## config.mk

```make
export PLATFORM = sky130hd
export DESIGN_NAME = opb_register_ppc2simulink
export DESIGN_NICKNAME = d
export VERILOG_FILES = /design/src/rtl/opb_reg_pkg.sv /design/src/rtl/opb_byte_merge.sv /design/src/rtl/opb_register_ppc2simulink.sv
export SDC_FILE = /design/constraint.sdc
export NUM_CORES = 1
export LEC_CHECK = 0
export ABC_AREA = 1
export BUFFER_PORTS_ARGS = -buffer_cell sky130_fd_sc_hd__buf_2
export CAP_MARGIN = 20
export CELL_PAD_IN_SITES_DETAIL_PLACEMENT = 1
export CELL_PAD_IN_SITES_GLOBAL_PLACEMENT = 1
export CORE_MARGIN = 2
export CORE_UTILIZATION = 32
export DETAILED_ROUTE_END_ITERATION = 10
export HOLD_SLACK_MARGIN = 0.03
export PLACE_DENSITY_LB_ADDON = 0.3
export SETUP_SLACK_MARGIN = 0.3
export SLEW_MARGIN = 10
export SYNTH_ARGS = -nofsm -noshare
export SYNTH_HDL_FRONTEND = slang
export SYNTH_SLANG_ARGS = --single-unit
```

## constraint.sdc

```tcl
create_clock -name OPB_Clk -period 1.4 [get_ports OPB_Clk]
set_input_delay 0.21 -clock OPB_Clk [delete_from_list [all_inputs] [get_ports OPB_Clk]]
set_output_delay 0.21 -clock OPB_Clk [all_outputs]
set_load 0.05 [all_outputs]
```

## src/rtl/opb_reg_pkg.sv

```systemverilog
// Shared definitions for the PPC-to-fabric OPB register: word offsets, FSM
// states and the OPB (big-endian bit order) to register bit-order helpers.
package opb_reg_pkg;

   localparam logic OFS_DATA  = 1'b0;
   localparam logic OFS_WRCNT = 1'b1;

   typedef enum logic {IDLE, ACK} state_t;

   // OPB numbers bit 0 as the MSB, so DBus[i] lands in register bit [31-i].
   function automatic logic [31:0] opbToReg(input logic [0:31] opbWord);
      logic [31:0] regWord;
      for (int i = 0; i < 32; i++) begin
         regWord[31-i] = opbWord[i];
      end
      return regWord;
   endfunction

   function automatic logic [0:31] regToOpb(input logic [31:0] regWord);
      logic [0:31] opbWord;
      for (int i = 0; i < 32; i++) begin
         opbWord[i] = regWord[31-i];
      end
      return opbWord;
   endfunction

endpackage

```

## src/rtl/opb_byte_merge.sv

```systemverilog
// Combinational byte-lane merge: enabled lanes take the new data, the rest
// keep the old register value. Lane 3 covers bits [31:24].
module opb_byte_merge
   import opb_reg_pkg::*;
(
   input  logic [31:0] i_old,
   input  logic [31:0] i_new,
   input  logic [3:0]  i_laneEn,
   output logic [31:0] o_merged
);

   always_comb begin
      o_merged = i_old;
      for (int k = 0; k < 4; k++) begin
         if (i_laneEn[k]) begin
            o_merged[8*k +: 8] = i_new[8*k +: 8];
         end
      end
   end

endmodule

```

## src/rtl/opb_register_ppc2simulink.sv

```systemverilog
// OPB slave with one PPC-written data register driven to user logic plus a
// read-only 16-bit write counter. Define OPB_REG_WR_STROBE_EN for user_data_valid.
module opb_register_ppc2simulink
   import opb_reg_pkg::*;
#(
   parameter logic [31:0] C_BASEADDR   = 32'h00000000,
   parameter logic [31:0] C_HIGHADDR   = 32'h000000FF,
   parameter int          C_OPB_AWIDTH = 32,
   parameter int          C_OPB_DWIDTH = 32,
   parameter string       C_FAMILY     = "virtex5",
   parameter logic [31:0] C_INIT_VALUE = 32'h00000000
)
(
   input  logic                    OPB_Clk,
   input  logic                    OPB_Rst_n,
   input  logic [0:C_OPB_AWIDTH-1] OPB_ABus,
   input  logic [0:3]              OPB_BE,
   input  logic [0:C_OPB_DWIDTH-1] OPB_DBus,
   input  logic                    OPB_RNW,
   input  logic                    OPB_select,
   input  logic                    OPB_seqAddr,
   output logic [0:C_OPB_DWIDTH-1] Sl_DBus,
   output logic                    Sl_errAck,
   output logic                    Sl_retry,
   output logic                    Sl_toutSup,
   output logic                    Sl_xferAck,
   output logic [31:0]             user_data_out
`ifdef OPB_REG_WR_STROBE_EN
   ,
   output logic                    user_data_valid
`endif
);

   state_t      r_state;
   logic [31:0] r_data;
   logic [31:0] r_rdData;
   logic [15:0] r_wrCount;
`ifdef OPB_REG_WR_STROBE_EN
   logic        r_dataValid;
`endif

   logic        w_hit;
   logic        w_offset;
   logic        w_anyBe;
   logic [3:0]  w_laneEn;
   logic [31:0] w_wrData;
   logic [31:0] w_merged;

   // Only address bit 29 is decoded, so both words alias across the window.
   assign w_hit    = OPB_select && (OPB_ABus >= C_BASEADDR) && (OPB_ABus <= C_HIGHADDR);
   assign w_offset = OPB_ABus[29];
   assign w_anyBe  = |OPB_BE;
   assign w_laneEn = OPB_BE;
   assign w_wrData = opbToReg(OPB_DBus);

   opb_byte_merge u_merge (
      .i_old    (r_data),
      .i_new    (w_wrData),
      .i_laneEn (w_laneEn),
      .o_merged (w_merged)
   );

   // Capture and read-data load both happen on the IDLE->ACK edge, so the
   // read bus is non-zero only in the single ACK cycle (OR-bus friendly).
   always_ff @(posedge OPB_Clk or negedge OPB_Rst_n) begin
      if (!OPB_Rst_n) begin
         r_state   <= IDLE;
         r_data    <= C_INIT_VALUE;
         r_rdData  <= '0;
         r_wrCount <= '0;
`ifdef OPB_REG_WR_STROBE_EN
         r_dataValid <= 1'b0;
`endif
      end else begin
         r_rdData <= '0;
`ifdef OPB_REG_WR_STROBE_EN
         r_dataValid <= 1'b0;
`endif
         case (r_state)
            IDLE: begin
               if (w_hit) begin
                  r_state <= ACK;
                  if (OPB_RNW) begin
                     r_rdData <= (w_offset == OFS_WRCNT) ? {16'h0000, r_wrCount} : r_data;
                  end else if ((w_offset == OFS_DATA) && w_anyBe) begin
                     r_data    <= w_merged;
                     r_wrCount <= r_wrCount + 16'd1;
`ifdef OPB_REG_WR_STROBE_EN
                     r_dataValid <= 1'b1;
`endif
                  end
               end
            end
            ACK: begin
               r_state <= IDLE;
            end
            default: begin
               r_state <= IDLE;
            end
         endcase
      end
   end

   assign Sl_xferAck    = (r_state == ACK);
   assign Sl_DBus       = regToOpb(r_rdData);
   assign Sl_errAck     = 1'b0;
   assign Sl_retry      = 1'b0;
   assign Sl_toutSup    = 1'b0;
   assign user_data_out = r_data;
`ifdef OPB_REG_WR_STROBE_EN
   assign user_data_valid = r_dataValid;
`endif

endmodule

```

==> results.txt, run 1 <==
In this run the worst hold path is classified as in -> reg. The switching power is 0.001321 W. The final critical-path required period is 1.493 ns.

The net count reported at finish came out at 735. The number of iterations in the first detailed-routing pass is 7. The residual antenna-violating net count after detailed routing is 0. In the final layout, the share of cells above drive strength 1 is 0.5030.

The register bit count reported by yosys came out at 81. The final weighted congestion of routability-driven global placement came out at 0.7668. The origin of the worst min-delay path is OPB_DBus[5]. The clock-pin slew reported for the worst setup and hold paths after clock tree synthesis is 0.07 ns.

The layer with the highest usage after global routing is met2. The launch instance of the worst register-to-register path is Sl_xferAck. The wire length of the first global-routing pass came out at 22610 µm. The initial antenna violation count came out at 1.

CTS placed an instance of sky130_fd_sc_hd__clkbuf_16 at the clock tree root. Dividing the detail-routed wire length by the instance count gives 20.34 µm. For this run, the slowest stage of the critical path takes 0.43 ns. The final HPWL from detailed placement came out at 8428 µm. For this run, global-route usage on met2 was measured as 0.4085.

In this run, the number of DRC markers left after iteration 0 of detailed routing was 232. The largest net degree at the start of global routing came out at 82. The aggregate global routing overflow came out at 0. Of the total power, registers draw 0.440.

The finished layout holds 810 standard cells, fillers aside. The number of cells in the design after placement came out at 731. In this run the power density over the cells is 790.0 nW/µm².

From synthesis to final layout, the design area changed by 80.17%. The Yosys warning count is 0. The H-tree was split into 3 levels.

VDD sags by at most 0.7229 mV. The final layout contains routed wiring with a total length of 16470 µm. The share of total power dissipated in combinational logic is 0.093. The critical path goes through nor2_4 -> nand2_2 -> a21oi_4 -> buf_12 -> buf_12 -> nand3_4 -> nand2_1 -> nand2_1.

The number of setup violations in the final report came out at 41. The top fanout value on the critical path is 8. The TritonCTS clock tree is done. The path with the worst hold slack has its endpoint at user_data_out[26]. The static power due to leakage is 3.239 nW.

The worst endpoint data arrival time came out at 1.73 ns. The number of buffers between clock root and the deepest sink is 2. Along the worst hold path, the cell count comes to 3. The clock share of power is 0.467. The number of global-route vias before repair is 4395.

The final reports fail on negative setup slack. Leaving out fill and tap cells, the most frequent cells in the layout are 97 x sky130_fd_sc_hd__nand2_1, 82 x sky130_fd_sc_hd__buf_6, 79 x sky130_fd_sc_hd__dfrtp_1, 63 x sky130_fd_sc_hd__buf_4, 52 x sky130_fd_sc_hd__buf_2. The kind of critical path is reg -> reg. In the routed layout, each cell is associated on average with a via count of 5.225. The number of cells produced by synthesis is 455. The timing-limited maximum frequency came out at 669.9 MHz. For the worst-skew pair, the clock arrives at the later sink with an insertion delay of 0.35 ns.

Once routing completed, OpenROAD measured the worst setup slack at -0.09273 ns. The final routed DRC violation total came out at 0. The cell type of the slowest stage on the worst timing path is sky130_fd_sc_hd__dfrtp_2.

The worst reg2reg path endpoint is user_data_out[16]. The chip height is 112.0 µm. In this run the register-to-register setup slack is -0.09 ns. At the worst endpoint, the required time is 1.63 ns.

The synthesized area per cell came out at 8.208 µm². The layout has 1271 filler cells. After layout, the design draws a total of 0.005316 W.

The flow ran to the end, but the final reports show violations. The count of final max-slew check failures came to 0. Across the run, the number of max-cap violations was 0. The die footprint is 12550 µm². The x dimension of the die is 112.0 µm. The depth of the worst register-to-register path is 8. The number of I/O port buffers came out at 129. The met3 global-route usage came out at 0.05022. Summing every instance area after synthesis gives 3735 µm². The met1 routing resource usage after global routing came out at 0.2715.

The fraction of power spent switching nets is 0.2485. The number of hold violations in the final report is 0. Hold is met by 0.1239 ns. The count of clock tree sinks came out at 81. The internal power of the cells totals 0.003995 W. Leaving out fill and tap cells, the most frequent cell in the layout is sky130_fd_sc_hd__nand2_1. In this run the count of I/O pins placed on the die edge is 141. The sequential element share of the synthesized area is 0.5427.

The setup skew after layout is 0.01505 ns. The share of the cycle needed by the critical path after routing came out at 1.066. In this run, distinct cell masters in the synthesized netlist total 27. The global-route total usage across every layer came out at 0.2280.

The number of buffers created by CTS came out at 9. STA classifies the critical path endpoint as a flop. The post-layout utilization of the core came out at 0.5893.

The total area inside the core boundary comes to 11420 µm². Setup repair after global routing could not meet its margin everywhere. STA classifies the critical path startpoint as a flop. The vias after detailed routing came out at 4232. The floorplan row count is 39.

For this configuration, the core starts out at a cell density of 0.3271.
[layer usage]
metal | share of wire | up-vias
li1 | - | 1910
met1 | 0.39 | 2128
met2 | 0.53 | 165
met3 | 0.053 | 29
met4 | 0.025 | 0
met5 | 0 | -
[registers in the layout (all words and copies together) (netlist names)]
signal	flops
r_wrCount	16
Sl_xferAck	1
user_data_out	32
Sl_DBus	32
[cells by family (layout without fill, tap and decap cells)]
group	count (synthesis)	in the layout	share of synthesized area
AND/OR/NAND/NOR	298	300	0.3568
flip-flops	81	81	0.5427
buffers and inverters	55	262	0.06868
AO/OA/AOI/OAI	18	18	0.02513
adder cells (fa/ha/maj)	1	1	0.003350
other	1	4	0.001004
XOR/XNOR	1	1	0.002345
[critical path, delay by kind of cell (launching register included)]
kind                   cells  cell delay, ns
buffers and inverters      2            0.27
AO/OA/AOI/OAI              1            0.17
AND/OR/NAND/NOR            5            0.52
flip-flops                 1            0.43
[power by group through the flow]
stage | clock [W] | sequential [W] | combinational (W)
final | 0.00248 | 0.00234 | 0.000493
after global routing | 0.00260 | 0.00234 | 0.000530
after CTS | 0.00246 | 0.00234 | 0.000413
after detailed placement | 0 | 0.00238 | 0.000351
after global placement | 0 | 0.00238 | 0.000343
after floorplan | 0 | 0.00238 | 0.000140
[worst max path at each step]
stage,start,endpoint,slack [ns],cells past startpoint
after global routing,r_wrCount[1],r_wrCount[13],-0.17,8
after CTS,Sl_xferAck,user_data_out[4],0.01,8
after floorplan,Sl_xferAck,user_data_out[16],0.04,7
after global placement,OPB_ABus[19],user_data_out[7],-0.07,10
final,Sl_xferAck,user_data_out[16],-0.09,8
after detailed placement,OPB_ABus[14],Sl_DBus[2],-0.13,8
[metrics by stage]
step	TNS [ns]	cell area (µm²)	setup slack, ns
2_1_floorplan	0	3782	0.03819
3_3_place_gp	-2.314	4746	-0.06650
3_5_place_dp	-4.802	4746	-0.1321
4_1_cts	0	6041	0.009852
5_1_grt	-4.273	6729	-0.1698
6_report	-1.680	6729	-0.09273
[what timing repair did]
action | 4_1_cts | 5_1_grt
resized for setup | 173 | 124
hold buffers | 1 | 0
hold endpoints to repair | 81 | 0
pin swaps | 52 | 29
setup buffers | 38 | 14
gates cloned | 4 | 5
endpoints found under the setup margin | 139 | 133
[synthesized netlist by cell type]
master,instances,area share
sky130_fd_sc_hd__nand2_1,126,0.13
sky130_fd_sc_hd__dfrtp_1,81,0.54
sky130_fd_sc_hd__nor2_1,71,0.071
sky130_fd_sc_hd__nand4_1,47,0.079
sky130_fd_sc_hd__nand3_1,39,0.052
sky130_fd_sc_hd__inv_1,25,0.025
sky130_fd_sc_hd__o21ai_0,16,0.021
sky130_fd_sc_hd__buf_2,13,0.017
sky130_fd_sc_hd__clkbuf_1,6,0.0060
sky130_fd_sc_hd__buf_4,5,0.010
sky130_fd_sc_hd__and2_1,4,0.0067
sky130_fd_sc_hd__nand3b_1,3,0.0060
sky130_fd_sc_hd__buf_1,2,0.0020
sky130_fd_sc_hd__buf_6,2,0.0060
sky130_fd_sc_hd__inv_2,2,0.0020
sky130_fd_sc_hd__nor3_1,2,0.0027
sky130_fd_sc_hd__a21oi_1,1,0.0013
sky130_fd_sc_hd__a21oi_2,1,0.0023
sky130_fd_sc_hd__and2_0,1,0.0017
sky130_fd_sc_hd__conb_1,1,0.0010
sky130_fd_sc_hd__ha_1,1,0.0033
sky130_fd_sc_hd__nand2_2,1,0.0017
sky130_fd_sc_hd__nand3_2,1,0.0027
sky130_fd_sc_hd__nor2_2,1,0.0017
sky130_fd_sc_hd__nor2_4,1,0.0030
sky130_fd_sc_hd__or2_0,1,0.0017
sky130_fd_sc_hd__xor2_1,1,0.0023
[area by class of cell]
cell class | count | area (µm²) | area share
well taps | 143 | 178.9 | 0.02659
clock buffers | 11 | 242.7 | 0.03607
clock inverters | 5 | 62.56 | 0.009297
repair buffers | 219 | 2102 | 0.3124
multi-input cells | 323 | 1997 | 0.2968
inverters | 27 | 113.9 | 0.01692
flip-flops and latches | 81 | 2029 | 0.3016
diodes | 1 | 2.502 | 0.0003719
Note: power is estimated with default switching activity, not from simulation.
==> inputs of run 2 (changes only) <==
--- a/config.mk
+++ b/config.mk
@@ -10,7 +10,6 @@
 export CAP_MARGIN = 20
 export CELL_PAD_IN_SITES_DETAIL_PLACEMENT = 1
 export CELL_PAD_IN_SITES_GLOBAL_PLACEMENT = 1
-export CORE_MARGIN = 2
 export CORE_UTILIZATION = 32
 export DETAILED_ROUTE_END_ITERATION = 10
 export HOLD_SLACK_MARGIN = 0.03
==> run 2 against run 1 <==
The flow still finishes with violations (negative setup slack); clock power down 4%; final cell count down 1.6%; highest routed layer unchanged; sequential share of layout area up 1.5 points; register-to-register slack better by 0.04 ns; critical path type unchanged; die area down 3.5%.
==> results.txt, run 2 (same netlist as run 1, synthesis figures left out) <==
Of the total power, combinational logic draws 0.081. The number of cells in the design after placement is 732. The total area of sequential cells is 2031 µm². Input and output buffers added on the ports amount to 129. The number of antenna cells inserted is 0.

The top fanout value on the critical path came out at 8. The run finished, with violations left. The worst setup path is launched from a flop.

The data required time at the worst endpoint is 1.63 ns. Across the VDD grid, the largest voltage drop is 0.6523 mV. The die footprint is 12110 µm². Counting along the longest clock path gives a buffer depth of 2.

The total detailed-routing wirelength came out at 14240 µm. The total power divided by cell area came out at 802.4 nW/µm². The fraction of layout instances using a drive strength above 1 is 0.4679.

The element type at the critical path end is a flop. The net count reported at finish came out at 723. The clock reaches the later pin of the worst-skew pair after 0.34 ns. The floorplan row count is 39. The fraction of power spent switching nets came out at 0.2449. Once routing completed, OpenROAD measured the worst setup slack at -0.05295 ns. The worst hold path class is in -> reg. The starting utilization of the core area came out at 0.3271.

The switching power is 0.001258 W. The final weighted congestion of routability-driven global placement is 0.7344. Leaving out fill and tap cells, the most frequent cell in the layout is sky130_fd_sc_hd__nand2_1. The final hold slack came out at 0.1198 ns. Setup repair after global routing could not meet its margin everywhere. The setup skew after layout is 0.004389 ns. The number of setup violations in the final report is 30. The x dimension of the die is 110.0 µm. The cell repeated most along the worst path is sky130_fd_sc_hd__nand2_1. The cell type of the slowest stage on the worst timing path is sky130_fd_sc_hd__dfrtp_2. The number of global-route vias before repair came out at 4225. The residual antenna-violating net count after detailed routing is 0. The part of the total power dissipated in sequential elements is 0.455.

In the global route stage, overall resource usage came out at 0.2375. The total power consumption of the routed design came out at 0.005139 W. The area growth from synthesis to final layout came out at 71.49%. The final critical-path required period is 1.453 ns. After the first detailed-routing iteration, the DRC count stood at 116. The number of primary I/O pins came out at 141.

The worst endpoint data arrival time is 1.68 ns. The average wire per cell in the routed design came out at 17.87 µm. The H-tree generated during clock tree synthesis spans 3 levels. The final reports fail on negative setup slack. The TritonCTS clock tree is done. The count of final max-slew check failures came out at 0. The top cell types in the final layout, fill and taps aside, are 109 x sky130_fd_sc_hd__nand2_1, 78 x sky130_fd_sc_hd__dfrtp_1, 66 x sky130_fd_sc_hd__buf_6, 64 x sky130_fd_sc_hd__buf_2, 60 x sky130_fd_sc_hd__buf_4. For this run, design rule violations remaining after detail routing come to 0. Once layout is complete, the cells apart from fillers number 797. The core region is 11420 µm². After global routing the overflow that remains totals 0. Of the total power, the clock network draws 0.464.

The initial antenna violation count is 0. The number of hold violations in the final report came to 0. The clock-pin slew reported for the worst setup and hold paths after clock tree synthesis is 0.06 ns.

The internal power is 0.003881 W. The wire-length estimate of the detail-placed layout is 8721 µm. The number of iterations in the first detailed-routing pass is 4. The kind of critical path is reg -> reg.

The timing-limited maximum frequency is 688.3 MHz. The count of clock tree sinks came out at 81. The detail-routed via count per cell is 4.982. TritonCTS created 9 clock buffers. The clock root buffer master is sky130_fd_sc_hd__clkbuf_16. The routed layout has 3971 vias. The signal on the critical path passes through nor2_1 -> nand2_1 -> a21oi_4 -> buf_8 -> nand3_4 -> nand2_1 -> nand2_1. The number of filler instances in the final layout came out at 1317. The share of the cycle needed by the critical path after routing is 1.038. The first global-routing pass estimated 21230 µm of wire. The area taken by multi-input logic gates came out at 1946 µm². The static power due to leakage is 3.127 nW. The chip height came out at 110.0 µm. Entering global routing, the biggest net connects 33 pins. The longest individual stage delay on the worst path is 0.41 ns. The max capacitance violation total came out at 0.
## run 2: cell types whose count changed in the layout (fill, tap and decap cells not counted), sizes merged
| cell | change |
|---|---|
| buf | -10 |
| clkbuf | -4 |
| clkinv | +2 |
| clkinvlp | +1 |
| diode | -1 |
| inv | -1 |
## run 2: per-layer routing
layer | share of wire | vias to the layer above | wire length, µm | global-route usage
met1 | 0.39 | 1959 | 5593 | 0.2693
met3 | 0.044 | 23 | 626 | 0.06232
met5 | 0 | - | 0 | 0
met4 | 0.021 | 0 | 302 | 0.07714
li1 | - | 1875 | - | -
met2 | 0.54 | 114 | 7722 | 0.4313
## run 2: area by class of cell
cell class                 instances  area share
clock inverter                     7     0.01113
sequential                        81      0.3171
multi-input combinational        323      0.3038
clock buffer                       9     0.03516
timing repair buffer             207      0.2883
inverter                          27     0.01660
tap                              143     0.02794
## run 2: stage by stage
stage	area (µm²)	setup slack, ns	TNS (ns)	utilization
after global placement	4766	-0.07957	-3.190	0.4174
after detailed placement	4766	-0.1834	-9.340	0.4174
after global routing	6405	-0.1404	-4.012	0.5609
final	6405	-0.05295	-0.5684	0.5609
after CTS	6090	0.02657	0	0.5333
after floorplan	3782	0.03819	0	-
## run 2: path summary, 6_finish.rpt
path	from	to	slack, ns	depth (start not counted)
worst max-delay path	Sl_xferAck	user_data_out[4]	-0.05	7
worst min-delay path	OPB_DBus[5]	user_data_out[26]	0.12	3
worst max register to register	Sl_xferAck	user_data_out[4]	-0.05	7
worst min register to register	r_wrCount[15]	r_wrCount[15]	0.48	2
max in group asynchronous	OPB_Rst_n	Sl_DBus[6]	0.51	3
min in group asynchronous	OPB_Rst_n	user_data_out[3]	0.34	2
## run 2: power by group through the flow
stage	Combinational, W	Clock [W]	Sequential, W
3_3_place_gp	0.000351	0	0.00238
6_report	0.000415	0.00238	0.00234
3_5_place_dp	0.000364	0	0.00238
5_1_grt	0.000454	0.00253	0.00234
4_1_cts	0.000402	0.00242	0.00234
2_1_floorplan	0.000140	0	0.00238
## run 2: worst max-delay path, delay by kind of cell (launching register included)
family          cells  cell delay, ns
compound gates      1            0.17
flops               1            0.41
buf+inv             1            0.18
simple gates        5            0.58
## run 2: what timing repair did
item | CTS | global route
gates resized for setup | 195 | 67
setup buffers | 36 | 6
hold buffers | 1 | 0
cloned | 5 | 1
hold endpoints to repair | 27 | 0
endpoints found under the setup margin | 146 | 145
pin swaps | 15 | 8
==> inputs of run 3 (changes only) <==
--- a/config.mk
+++ b/config.mk
@@ -6,12 +6,13 @@
 export NUM_CORES = 1
 export LEC_CHECK = 0
 export ABC_AREA = 1
-export BUFFER_PORTS_ARGS = -buffer_cell sky130_fd_sc_hd__buf_2
 export CAP_MARGIN = 20
 export CELL_PAD_IN_SITES_DETAIL_PLACEMENT = 1
 export CELL_PAD_IN_SITES_GLOBAL_PLACEMENT = 1
-export CORE_UTILIZATION = 32
+export CORE_MARGIN = 8
+export CORE_UTILIZATION = 40
 export DETAILED_ROUTE_END_ITERATION = 10
+export DONT_BUFFER_PORTS = 1
 export HOLD_SLACK_MARGIN = 0.03
 export PLACE_DENSITY_LB_ADDON = 0.3
 export SETUP_SLACK_MARGIN = 0.3
==> run 3 against run 2 <==
The flow finishes with violations (negative hold slack, negative setup slack); worst setup slack worse by 0.11 ns; via count decreased by 5.4%; register-to-register slack worse by 0.11 ns; flip-flop and latch count is the same; first-iteration DRC count grew 84%; maximum frequency down 6.8%; core utilization grew 5.9 points; sequential share of layout area grew 5.0 points; routed wire length grew 11%; clock-buffer cell count increased by 2; critical path depth is the same; final area fell by 11%; critical path type unchanged; largest power group is now registers.
==> results.txt, run 3 (same netlist as run 1, synthesis figures left out) <==
Overall power consumption after layout is estimated at 0.004724 W. The worst setup path is of the reg -> reg kind. After detailed routing, the average wire length per cell comes to 23.65 µm. For this block, the via count after detailed routing is 3756. The number of setup violations in the final report came out at 46.

The most common cell after layout, fill and taps aside is sky130_fd_sc_hd__nand2_1. The total power divided by cell area came out at 833.0 nW/µm². The number of primary I/O pins is 141. The worst endpoint data arrival time came out at 1.85 ns. The register-to-register setup slack came out at -0.16 ns. Setup repair after global routing could not meet its margin everywhere. The worst ir drop on vdd came out at 0.5669 mV.

In the finished design, the share of the clock period the worst path needs comes to 1.114. The fraction of layout instances using a drive strength above 1 is 0.3856. The floorplan row count is 35. The number of antenna cells inserted came out at 0. The area of the core is 9153 µm². The die is 112.6 µm wide.

The number of DRC violations after detailed-routing iteration 0 is 214. The chip height is 112.6 µm. The standard cell area after detailed placement came out at 4098 µm². The clock-pin slew reported for the worst setup and hold paths after clock tree synthesis came out at 0.10 ns. The count of final max-slew check failures was 0. The residual antenna-violating net count after detailed routing is 0. Hold timing on the final database bottoms out at a slack of -0.4702 ns.

The clock reaches the later pin of the worst-skew pair after 0.36 ns. The kind of start point of the critical path is a flop. The number of hold violations in the final report came out at 81. Once layout is complete, the utilization of the core stands at 0.6197. The wire length of the first global-routing pass is 22240 µm. For this run, the number of standard cells in the final layout without fillers is 666.

The number of global-route vias before repair is 4101. The top fanout value on the critical path came out at 8. Once routing completed, OpenROAD measured the worst setup slack at -0.1591 ns. The final HPWL from detailed placement is 7949 µm. The TritonCTS clock tree is done. The tree built by TritonCTS fans out to 81 sinks. The initial antenna violation count came out at 0.

The first detailed-routing pass ran for 4 iterations. The largest individual stage delay along the critical path comes from the cell sky130_fd_sc_hd__dfrtp_2. The final weighted congestion of routability-driven global placement came out at 0.7589. The max capacitance violation total is 0. The checks that failed: negative hold slack, negative setup slack. The static power due to leakage came out at 2.491 nW. The relative slew slack came out at 0.6016. The run finished, with violations left.

For the pin with the worst max-slew slack, the measured transition is 0.5976 ns. The number of I/O port buffers came out at 0. The library cells used most frequently in the layout, excluding fill and tap cells, are 98 x sky130_fd_sc_hd__nand2_1, 47 x sky130_fd_sc_hd__nand4_1, 46 x sky130_fd_sc_hd__dfrtp_2, 38 x sky130_fd_sc_hd__dlygate4sd3_1. The largest net degree at the start of global routing is 82. The longest individual stage delay on the worst path is 0.41 ns. The number of buffers between clock root and the deepest sink came out at 2. The number of cells in the design after placement came out at 577. CTS placed an instance of sky130_fd_sc_hd__clkbuf_8 at the clock tree root. For this run, design rule violations remaining after detail routing come to 0. The net count reported at finish came out at 624. STA classifies the critical path endpoint as a flop. After routing the design area is 5672 µm². The area growth from synthesis to final layout is 51.86%. The data required time at the worst endpoint is 1.69 ns.

The post-placement worst setup slack came out at -0.007700 ns. The global-route total usage across every layer came out at 0.2229. The H-tree was split into 3 levels.

The total overflow left after global routing is 0. The detail-routed via count per cell is 5.640. The total detailed-routing wirelength is 15750 µm. Walking the worst path, the cells encountered are nor2_1 -> nand2_1 -> a21oi_4 -> buf_12 -> buf_8 -> nand4_1 -> nand2_2. The timing-limited maximum frequency came out at 641.4 MHz.

The starting utilization of the core area came out at 0.4081. The die footprint came out at 12690 µm². The final critical-path required period came out at 1.559 ns.

In this run the worst hold path is classified as in -> async. The number of buffers created by CTS came out at 9. The setup skew after layout is 0.01834 ns.
==> run 3: metrics by stage <==
stage	setup TNS [ns]	hold WS, ns
global route	-6.120	-0.4945
detailed placement	-0.02297	-0.08138
finish	-3.034	-0.4702
CTS	-0.006555	-0.4783
global placement	0	-0.08156
floorplan	0	-0.08559
==> run 3: final timing paths <==
kind | start | to | cells after the start
hold / removal | OPB_Rst_n | Sl_DBus[3] | 0
hold reg to reg | r_wrCount[7] | r_wrCount[7] | 2
setup reg to reg | Sl_xferAck | user_data_out[11] | 7
min in group OPB_Clk | OPB_RNW | Sl_DBus[12] | 2
setup / recovery | Sl_xferAck | user_data_out[11] | 7
max in group asynchronous | OPB_Rst_n | user_data_out[7] | 0
==> run 3: where the power goes <==
group	total, W	internal (W)	switching, W
combinational	0.000337	0.000164	0.000173
clock	0.00205	0.00107	0.000978
sequential	0.00234	0.00234	0.000000000665
==> run 3: critical path, delay by kind of cell (launching register included) <==
kind | cells | cell delay (ns)
compound gates | 1 | 0.22
buf+inv | 2 | 0.33
flops | 1 | 0.41
simple gates | 4 | 0.53
==> run 3: timing repair <==
| item | in CTS | in global routing |
|---|---|---|
| hold buffers | 35 | 4 |
| pin swaps | 13 | 24 |
| gates resized for setup | 121 | 75 |
| hold endpoints to repair | 127 | 84 |
| setup buffers | 21 | 6 |
| gates cloned | 3 | 4 |
| endpoints found under the setup margin | 146 | 146 |
==> run 3: cell type report <==
class                   count  area [µm²]
fillers                   990        3481
clock inverters             5       86.33
flip-flops and latches     81        2085
repair buffers            108        1184
multi-input cells         323        1923
well taps                 111       138.9
clock buffers              11       141.4
inverters                  27       113.9
==> run 3: metal layers <==
layer,part of all wire,track usage,vias to the layer above
met2,0.52,0.3835,184
met1,0.37,0.2478,1856
met5,0,0,-
li1,-,-,1680
met4,0.036,0.1052,0
met3,0.068,0.06549,36
